$ cat config.mk
export PLATFORM = sky130hd
export DESIGN_NAME = cselector_n_sync
export DESIGN_NICKNAME = d
export VERILOG_FILES = /design/src/rtl/cselector_pkg.sv /design/src/rtl/rr_pick_onehot.sv /design/src/rtl/cselector_n_sync.sv
export SDC_FILE = /design/constraint.sdc
export NUM_CORES = 1
export LEC_CHECK = 0
export CAP_MARGIN = 15
export CORE_MARGIN = 4
export CORE_UTILIZATION = 49
export CTS_CLUSTER_SIZE = 40
export DETAILED_ROUTE_END_ITERATION = 7
export GPL_TIMING_DRIVEN = 0
export HOLD_SLACK_MARGIN = 0.06
export PLACE_DENSITY = 0.84
export SYNTH_ARGS = -nofsm -noshare
export SYNTH_HDL_FRONTEND = slang
export SYNTH_SLANG_ARGS = --single-unit
$ cat constraint.sdc
create_clock -name clk -period 1.7 [get_ports clk]
set_input_delay 0.255 -clock clk [delete_from_list [all_inputs] [get_ports clk]]
set_output_delay 0.255 -clock clk [all_outputs]
set_load 0.02 [all_outputs]
$ cat src/rtl/cselector_pkg.sv
// Shared types and helpers for the N-way token selectors on the
// cache-replacement control path.
package cselector_pkg;

  typedef enum logic [1:0] {
    IDLE      = 2'd0,
    DELAY     = 2'd1,
    WAIT_FREE = 2'd2
  } state_e;

  localparam int SEL_MULTICAST = 0;
  localparam int SEL_RR        = 1;

  // Width needed to hold values 0..value-1; never narrower than one bit.
  function automatic int clog2(input int value);
    int r;
    r = 0;
    while ((1 << r) < value) r++;
    return (r < 1) ? 1 : r;
  endfunction

endpackage

$ cat src/rtl/rr_pick_onehot.sv
// Combinational rotate-and-priority arbiter: grants the first set request
// at or above i_ptr, wrapping past N-1 back to 0.
module rr_pick_onehot
  import cselector_pkg::*;
#(
  parameter int N = 4,
  localparam int PW = clog2(N)
) (
  input  logic [N-1:0]  i_req,
  input  logic [PW-1:0] i_ptr,
  output logic [N-1:0]  o_grant,
  output logic [PW-1:0] o_index,
  output logic          o_any
);

  logic [PW-1:0] w_idx;

  // NOTE: every output gets a default before the loop so no path leaves
  // a value unassigned, which would otherwise infer a latch.
  always_comb begin
    o_grant = '0;
    o_index = '0;
    o_any   = 1'b0;
    w_idx   = '0;
    for (int k = 0; k < N; k++) begin
      w_idx = PW'((int'(i_ptr) + k) % N);
      if (!o_any && i_req[w_idx]) begin
        o_any          = 1'b1;
        o_grant[w_idx] = 1'b1;
        o_index        = w_idx;
      end
    end
  end

endmodule

$ cat src/rtl/cselector_n_sync.sv
// Synchronous N-way token selector: accepts a drive token, waits DELAY
// cycles, drives the selected channels, then collects their frees.
module cselector_n_sync
  import cselector_pkg::state_e, cselector_pkg::IDLE, cselector_pkg::WAIT_FREE,
         cselector_pkg::SEL_RR, cselector_pkg::clog2;
#(
  parameter int N         = 4,
  parameter int DELAY     = 4,
  parameter int SEL_MODE  = 0,
  parameter int FREE_JOIN = 1
) (
  input  logic         clk,
  input  logic         rst,
  input  logic         i_drive,
  input  logic [N-1:0] i_valid,
  output logic         o_ready,
  output logic         o_fire,
  output logic         o_free,
  output logic [N-1:0] o_driveNext,
  input  logic [N-1:0] i_freeNext,
  output logic         o_drop,
  output logic         o_err
);

  localparam int PW = clog2(N);
  localparam int CW = clog2(DELAY + 1);

  state_e        r_state;
  logic [CW-1:0] r_cnt;
  logic [N-1:0]  r_sel;
  logic [N-1:0]  r_pend;
  logic [N-1:0]  r_drive_next;
  logic [PW-1:0] r_rr;
  logic          r_ready;
  logic          r_fire;
  logic          r_drop;
  logic          r_err;

  logic [N-1:0]  w_rr_grant;
  logic [N-1:0]  w_sel;
  logic [N-1:0]  w_window;
  logic [N-1:0]  w_rem;
  logic [PW-1:0] w_rr_idx;
  logic [PW-1:0] w_rr_next;
  logic          w_rr_any;
  logic          w_accept;
  logic          w_done;
  logic          w_err_set;

  rr_pick_onehot #(.N(N)) u_pick (
    .i_req   (i_valid),
    .i_ptr   (r_rr),
    .o_grant (w_rr_grant),
    .o_index (w_rr_idx),
    .o_any   (w_rr_any)
  );

  assign w_sel     = (SEL_MODE == SEL_RR) ? w_rr_grant : i_valid;
  assign w_rr_next = (w_rr_idx == PW'(N - 1)) ? '0 : w_rr_idx + 1'b1;
  assign w_accept  = i_drive & r_ready;

  // Downstream cannot answer in the cycle it first sees driveNext, so the
  // free window opens one cycle later; anything outside it is an error.
  assign w_window  = (r_state == WAIT_FREE && r_drive_next == '0) ? r_pend : '0;
  assign w_rem     = w_window & ~i_freeNext;
  assign w_done    = (w_window != '0) &&
                     ((FREE_JOIN != 0) ? (w_rem == '0) : ((w_window & i_freeNext) != '0));
  assign w_err_set = (i_drive & ~r_ready) | ((i_freeNext & ~w_window) != '0);

  // NOTE: sequential state uses non-blocking assignments so every flop
  // samples pre-edge values regardless of statement order.
  always_ff @(posedge clk) begin
    if (rst) begin
      r_state      <= IDLE;
      r_cnt        <= '0;
      r_sel        <= '0;
      r_pend       <= '0;
      r_drive_next <= '0;
      r_rr         <= '0;
      r_ready      <= 1'b0;
      r_fire       <= 1'b0;
      r_drop       <= 1'b0;
      r_err        <= 1'b0;
    end else begin
      r_fire       <= 1'b0;
      r_drop       <= 1'b0;
      r_drive_next <= '0;
      if (w_err_set) r_err <= 1'b1;

      case (r_state)
        IDLE: begin
          r_ready <= 1'b1;
          if (w_accept) begin
            r_ready <= 1'b0;
            r_fire  <= 1'b1;
            r_sel   <= w_sel;
            if (SEL_MODE == SEL_RR && w_rr_any) r_rr <= w_rr_next;
            if (w_sel == '0) begin
              r_drop <= 1'b1;
            end else begin
              r_state <= cselector_pkg::DELAY;
              r_cnt   <= CW'(DELAY - 1);
            end
          end
        end

        cselector_pkg::DELAY: begin
          if (r_cnt == '0) begin
            r_drive_next <= r_sel;
            r_pend       <= r_sel;
            r_state      <= WAIT_FREE;
          end else begin
            r_cnt <= r_cnt - 1'b1;
          end
        end

        WAIT_FREE: begin
          if (w_window != '0) begin
            r_pend <= w_rem;
            if (w_done) begin
              r_pend  <= '0;
              r_state <= IDLE;
              r_ready <= 1'b1;
            end
          end
        end

        default: r_state <= IDLE;
      endcase
    end
  end

  assign o_ready     = r_ready;
  assign o_fire      = r_fire;
  assign o_free      = r_fire;
  assign o_driveNext = r_drive_next;
  assign o_drop      = r_drop;
  assign o_err       = r_err;

endmodule
==> run metrics, run 1 <==
Seq pwr share=55.7%; CP bufs+invs=1; total power=0.0009462 W; reg2reg start=r_state[0]; DP Cell Count=about 150; CTS root buffer=clkbuf_4; pre-CTS WS=-0.2976 ns; MaxCap Viol Count=0; Arrival @ worst endpoint=1.36 ns; status=finished, final reports clean; syn_nets=approximately 120; final setup fails=0; Seq/Total Area, Yosys=43.81%; Buffers on Ports=18; GR Util All Layers=18.02%; die width=52.26 µm; Cell Chain, Critical Path=clkdlybuf4s50_1; number of global-route vias before repair=833; leakage=0.4270 nW; P per Cell Area=774.8 mW/mm²; DRT iter0 DRCs=17; First-pass DRT Iterations=4; fin area=approximately 0.0012 mm²; r2r setup slk=0.10 ns; Final nets=145; Initial Util=53.82%; hold endpoint=r_pend[3]; type of origin of the critical path=flop; final RePlAce weighted congestion=0.8586; dpl hpwl=approximately 1600 µm; most used flip-flop cell after synthesis=dfxtp_1; # rows=15; Post-Route M1 WL=a little under 1000 µm; maximum vdd drop=0.5073 mV; die area=0.002731 mm²; Post-Syn Instances=109; area delta synth->final=27.25%; layout cells sized above 1=a little under an eighth; crit share post-route=94.74%; ANT cells=0; Worst Hold Depth=2; switching pwr=0.0002581 W; endpoints failing hold=0; Via-to-Cell Ratio=between 5 and 6; hold buffers post-CTS=0; Largest stage delay, worst path=0.63 ns; f_max=about 620 MHz; ANT nets after route=0; Layout Cells excl Fill=156; maximum number of pins on one net before global-route repair=13; Routed wire per std cell=between 10 and 15 µm; FFs w/ async S/R, synth=0%; Netlist cell types=36; CTS Buffer Depth=2; fillers=144; highest routed layer=met4; crit path max fanout=3; reg2reg path depth=5; combinational share of power=roughly a fifth; slowest cell on the critical path=clkdlybuf4s50_1; worst-skew pair later-pin latency=0.31 ns; Max-slew headroom=58.69%; Routed WL=2031 µm; number of enable flip-flop cells after synthesis=0; FF-to-FF End=o_ready; Critical Path RT=1.44 ns; antenna violations before repair=0; grt total ovfl=0; Top Family by Delay on Critical Path=buffers and inverters; post-synthesis cell area=959.7 µm²; # H-tree levels=1; Die Y=52.26 µm; Worst Hold Launch=rst; critical path class=flop to output pin; synth warn=0; Max Slew Vio Count=0; unrepaired setup endpoints after global routing=yes; area of the multi-input gates=505.5 µm²; Critical Path End Type=output pin; most frequent cells in the layout=dfxtp_1, clkdlybuf4s50_1, nand2_1; DR DRC count=0; Worst-path clk slew=~0.12 ns; first-pass GRT wire length=3601 µm; TritonCTS Buffers=3; Hold WC Path Type=input port to flop; fin crit period=1.611 ns; DR vias=837; Worst-Margin Slew=0.6180 ns; P_int=0.0006881 W; IO Pins=20; most common library cell in the layout ignoring fill and taps=dfxtp_1; setup ws final=0.08941 ns; Fin Clk Skew=between 0.005 and 0.006 ns; sw frac=a little over a quarter; CTS tree=built; CTS Sinks=21; Reg area=between 400 and 500 µm²; Synth Register Bits=21; DR WL met3=78 µm; core box area=around 0.0018 mm²; WL met2=949 µm; Syn Area/Cell=8.804 µm²; Clock Power Share=25.3%; placed instance area=around 0.0012 mm²; worst hold slack=0.3456 ns
state kept, by name, summed over array words and instances, names as in the netlist:
name,count
o_fire,1
r_pend,4
o_ready,1
o_driveNext,4
r_cnt,3
r_state,2
o_err,1
r_sel,4
o_drop,1
worst register-to-register path: stages (launching register included):
cell	delay [ns]
dfxtp_1	0.32
buf_6	0.13
nor4b_4	0.37
nand2_2	0.11
o311a_1	0.37
a2111oi_2	0.20
layout make-up:
| type | count | area share (%) |
|---|---|---|
| multi-input cells | 77 | 41.39 |
| flip-flops and latches | 21 | 34.43 |
| repair buffers | 18 | 14.96 |
| plain buffers | 5 | 2.561 |
| well taps | 25 | 2.561 |
| clock buffers | 3 | 1.844 |
| inverters | 6 | 1.844 |
| clock inverters | 1 | 0.4098 |
per-layer routing:
metal | vias up | track usage, %
met5 | - | 0
met1 | 378 | 23.05
met4 | 0 | 8.936
met2 | 20 | 28.87
li1 | 435 | -
met3 | 4 | 3.419
cells in the mapped netlist, drive strengths merged, types with 2 or more instances:
cell type,instances,share of area (%)
nand2,15,6.1
nor3,5,2.6
nand3,4,2.1
o21ai,4,2.1
ha,2,2.6
nor4b,2,3.4
a21oi,12,6.3
clkbuf,2,0.78
nor4,2,1.3
nor2,5,2.0
nand2b,4,2.6
dfxtp,21,44
buf,3,2.5
a211oi,2,1.6
and2,4,2.6
a2111oi,2,2.5
inv,6,2.3
worst max path at each step:
stage	from	end	slack [ns]	cells after the start
final	o_driveNext[2]	o_driveNext[2]	0.09	1
after global routing	r_state[0]	o_ready	-0.08	5
after CTS	r_state[1]	r_cnt[2]	0.02	5
after floorplan	o_ready	r_sel[0]	0.19	4
after global placement	i_drive	r_sel[1]	-0.19	4
after detailed placement	i_drive	r_sel[0]	-0.30	4
metrics by stage:
step                TNS [ns]  util (%)
floorplan                  0         -
global placement      -1.065     65.68
detailed placement    -1.601     65.68
CTS                        0     67.58
global route         -0.1089     68.49
finish                     0     68.49
power by group through the flow:
stage / clock (W) / combinational (W) / sequential (W)
final: 0.000240 / 0.000179 / 0.000527
after detailed placement: 0 / 0.000171 / 0.000537
after floorplan: 0 / 0.000101 / 0.000543
after CTS: 0.000242 / 0.000173 / 0.000526
after global routing: 0.000271 / 0.000199 / 0.000530
after global placement: 0 / 0.000166 / 0.000536
what timing repair did:
action | in CTS | in global routing
setup endpoints to repair | 2 | 9
pin swaps | 0 | 1
gates resized for setup | 1 | 4
buffers inserted | 0 | 0
kinds of logic after synthesis:
| logic type | after synthesis | share of synthesized area [%] |
|---|---|---|
| and+or+nand+nor | 50 | 30.64 |
| adders and majority gates | 2 | 2.607 |
| buffers and inverters | 11 | 5.606 |
| AOI/OAI and AO/OA | 25 | 17.34 |
| DFF | 21 | 43.81 |
No activity file was read; power rests on OpenSTA's default activity.
==> run 2: changes to the inputs <==
CORE_UTILIZATION = 52   (was 49)
PLACE_DENSITY = 0.88   (was 0.84)
clock period = 1.96 ns   (was 1.7 ns; I/O delays follow)
==> run metrics, run 2 (same netlist as run 1, synthesis figures left out) <==
status=finished, final reports clean; grt total ovfl=0; Worst Hold Depth=2; DR vias=between 800 and 900; ANT nets after route=0; FF-to-FF End=r_sel[1]; number of global-route vias before repair=799; hold buffers post-CTS=0; endpoints failing hold=0; maximum number of pins on one net before global-route repair=12; Top Family by Delay on Critical Path=simple AND/OR/NAND/NOR gates; CTS Sinks=21; Critical Path RT=around 2.2 ns; # rows=15; Critical Path End Type=flop; die width=50.96 µm; hold endpoint=r_pend[3]; antenna violations before repair=0; IO Pins=20; # H-tree levels=1; cts repair resizes=0; Buffers on Ports=18; DRT iter0 DRCs=11; Largest stage delay, worst path=0.89 ns; ANT cells=0; area delta synth->final=24.77%; Fin Clk Skew=0.002137 ns; first-pass GRT wire length=approximately 3400 µm; dpl hpwl=between 1500 and 2000 µm; most frequent cells in the layout=dfxtp_1, clkdlybuf4s50_1, nand2_1; placed instance area=0.001171 mm²; critical path class=flop to flop; Worst-Margin Slew=1.032 ns; P per Cell Area=673.7 mW/mm²; crit share post-route=approximately 87%; Worst path depth=4; setup ws final=0.2467 ns; fin crit period=approximately 1.7 ns; die area=0.002597 mm²; GR Util All Layers=approximately 18%; final RePlAce weighted congestion=approximately 0.9; First-pass DRT Iterations=4; layout cells sized above 1=9.160%; leakage=between 0.4 and 0.5 nW; Initial Util=a little over half; Max-slew headroom=30.22%; DR DRC count=0; pre-CTS WS=-0.03327 ns; CP bufs+invs=1; type of origin of the critical path=flop; Die Y=a little over 50 µm; core box area=approximately 0.0017 mm²; r2r setup slk=0.25 ns; Cell Chain, Critical Path=inv_1, nor4b_1, nand2_1, a21oi_1; final setup fails=0; Setup Buffers After CTS=0; CTS Buffer Depth=2; fillers=149; Worst-path clk slew=0.11 ns; unrepaired setup endpoints after global routing=no; maximum vdd drop=about 0.47 mV; slowest cell on the critical path=nor4b_1; most common library cell in the layout ignoring fill and taps=dfxtp_1; Routed WL=1971 µm; crit path max fanout=5; Hold WC Path Type=input port to flop; worst-skew pair later-pin latency=0.30 ns; MaxCap Viol Count=0; f_max=583.7 MHz; Via-to-Cell Ratio=5.526; CTS tree=built; worst hold slack=0.3659 ns; Worst Hold Launch=rst; reg2reg path depth=4; Arrival @ worst endpoint=between 1.5 and 2 ns; Routed wire per std cell=12.63 µm; Max Slew Vio Count=0; reg2reg start=o_ready; TritonCTS Buffers=3; Final nets=145; CTS root buffer=clkbuf_4; fin area=0.001197 mm²
-- run 2: cell count changes in the layout (fill, tap and decap cells not counted), sizes merged --
cell	delta
clkdlybuf4s50	+1
clkinv	-1
clkbuf	+1
dlymetal6s2s	-1
-- run 2: layer usage --
metal  GRT usage, %  vias up  share of wire (%)
li1               -      440                  -
met1          19.24      391                 43
met2          32.62       26                 50
met3          2.915        5                4.9
met4          8.072        0                2.2
met5              0        -                  0
-- run 2: final cells by class --
type	count	area, µm²	area share (%)
buffer	5	31.28	2.612
clock buffer	4	26.28	2.194
inverter	6	22.52	1.881
multi-input combinational	77	485.5	40.54
sequential	21	420.4	35.11
tap	25	31.28	2.612
timing repair buffer	18	180.2	15.05
-- run 2: through the flow --
stage,power (W),setup TNS [ns],utilization [%],std cells
6_report,0.0008067,0,68.60,156
5_1_grt,0.0008440,0,68.60,156
4_1_cts,0.0008121,0,68.60,156
3_5_place_dp,0.0006146,-0.03327,67.10,152
3_3_place_gp,0.0006084,0,67.10,152
2_1_floorplan,0.0005589,0,-,109
-- run 2: worst max path at each step --
stage	start	endpoint	slack, ns
4_1_cts	o_ready	r_sel[1]	0.27
6_report	o_ready	r_sel[1]	0.25
3_3_place_gp	i_drive	r_sel[1]	0.04
2_1_floorplan	o_ready	r_sel[0]	0.45
5_1_grt	r_cnt[0]	r_pend[2]	0.10
3_5_place_dp	i_drive	r_sel[1]	-0.03
-- run 2: power breakdown --
group	switching, W	internal [W]	total (W)
clock	0.000122	0.0000794	0.000202
combinational	0.0000783	0.0000703	0.000149
sequential	0.0000103	0.000446	0.000456
total	0.000211	0.000596	0.000807
==> run 3: changes to the inputs <==
clock period = 2 ns   (was 1.96 ns; I/O delays follow)
==> results of run 3 <==
The final DEF is identical to that of run 2. Status: finished, final reports clean.
Among the figures that moved: setup slack after placement -0.03327 ns -> 0.0007312 ns; setup slack after layout 0.2467 ns -> 0.2867 ns; hold slack 0.3659 ns -> 0.3719 ns; register-to-register setup slack 0.25 ns -> 0.29 ns; total power 0.0008067 W -> 0.0007905 W; worst IR drop on VDD 0.4685 mV -> 0.4591 mV
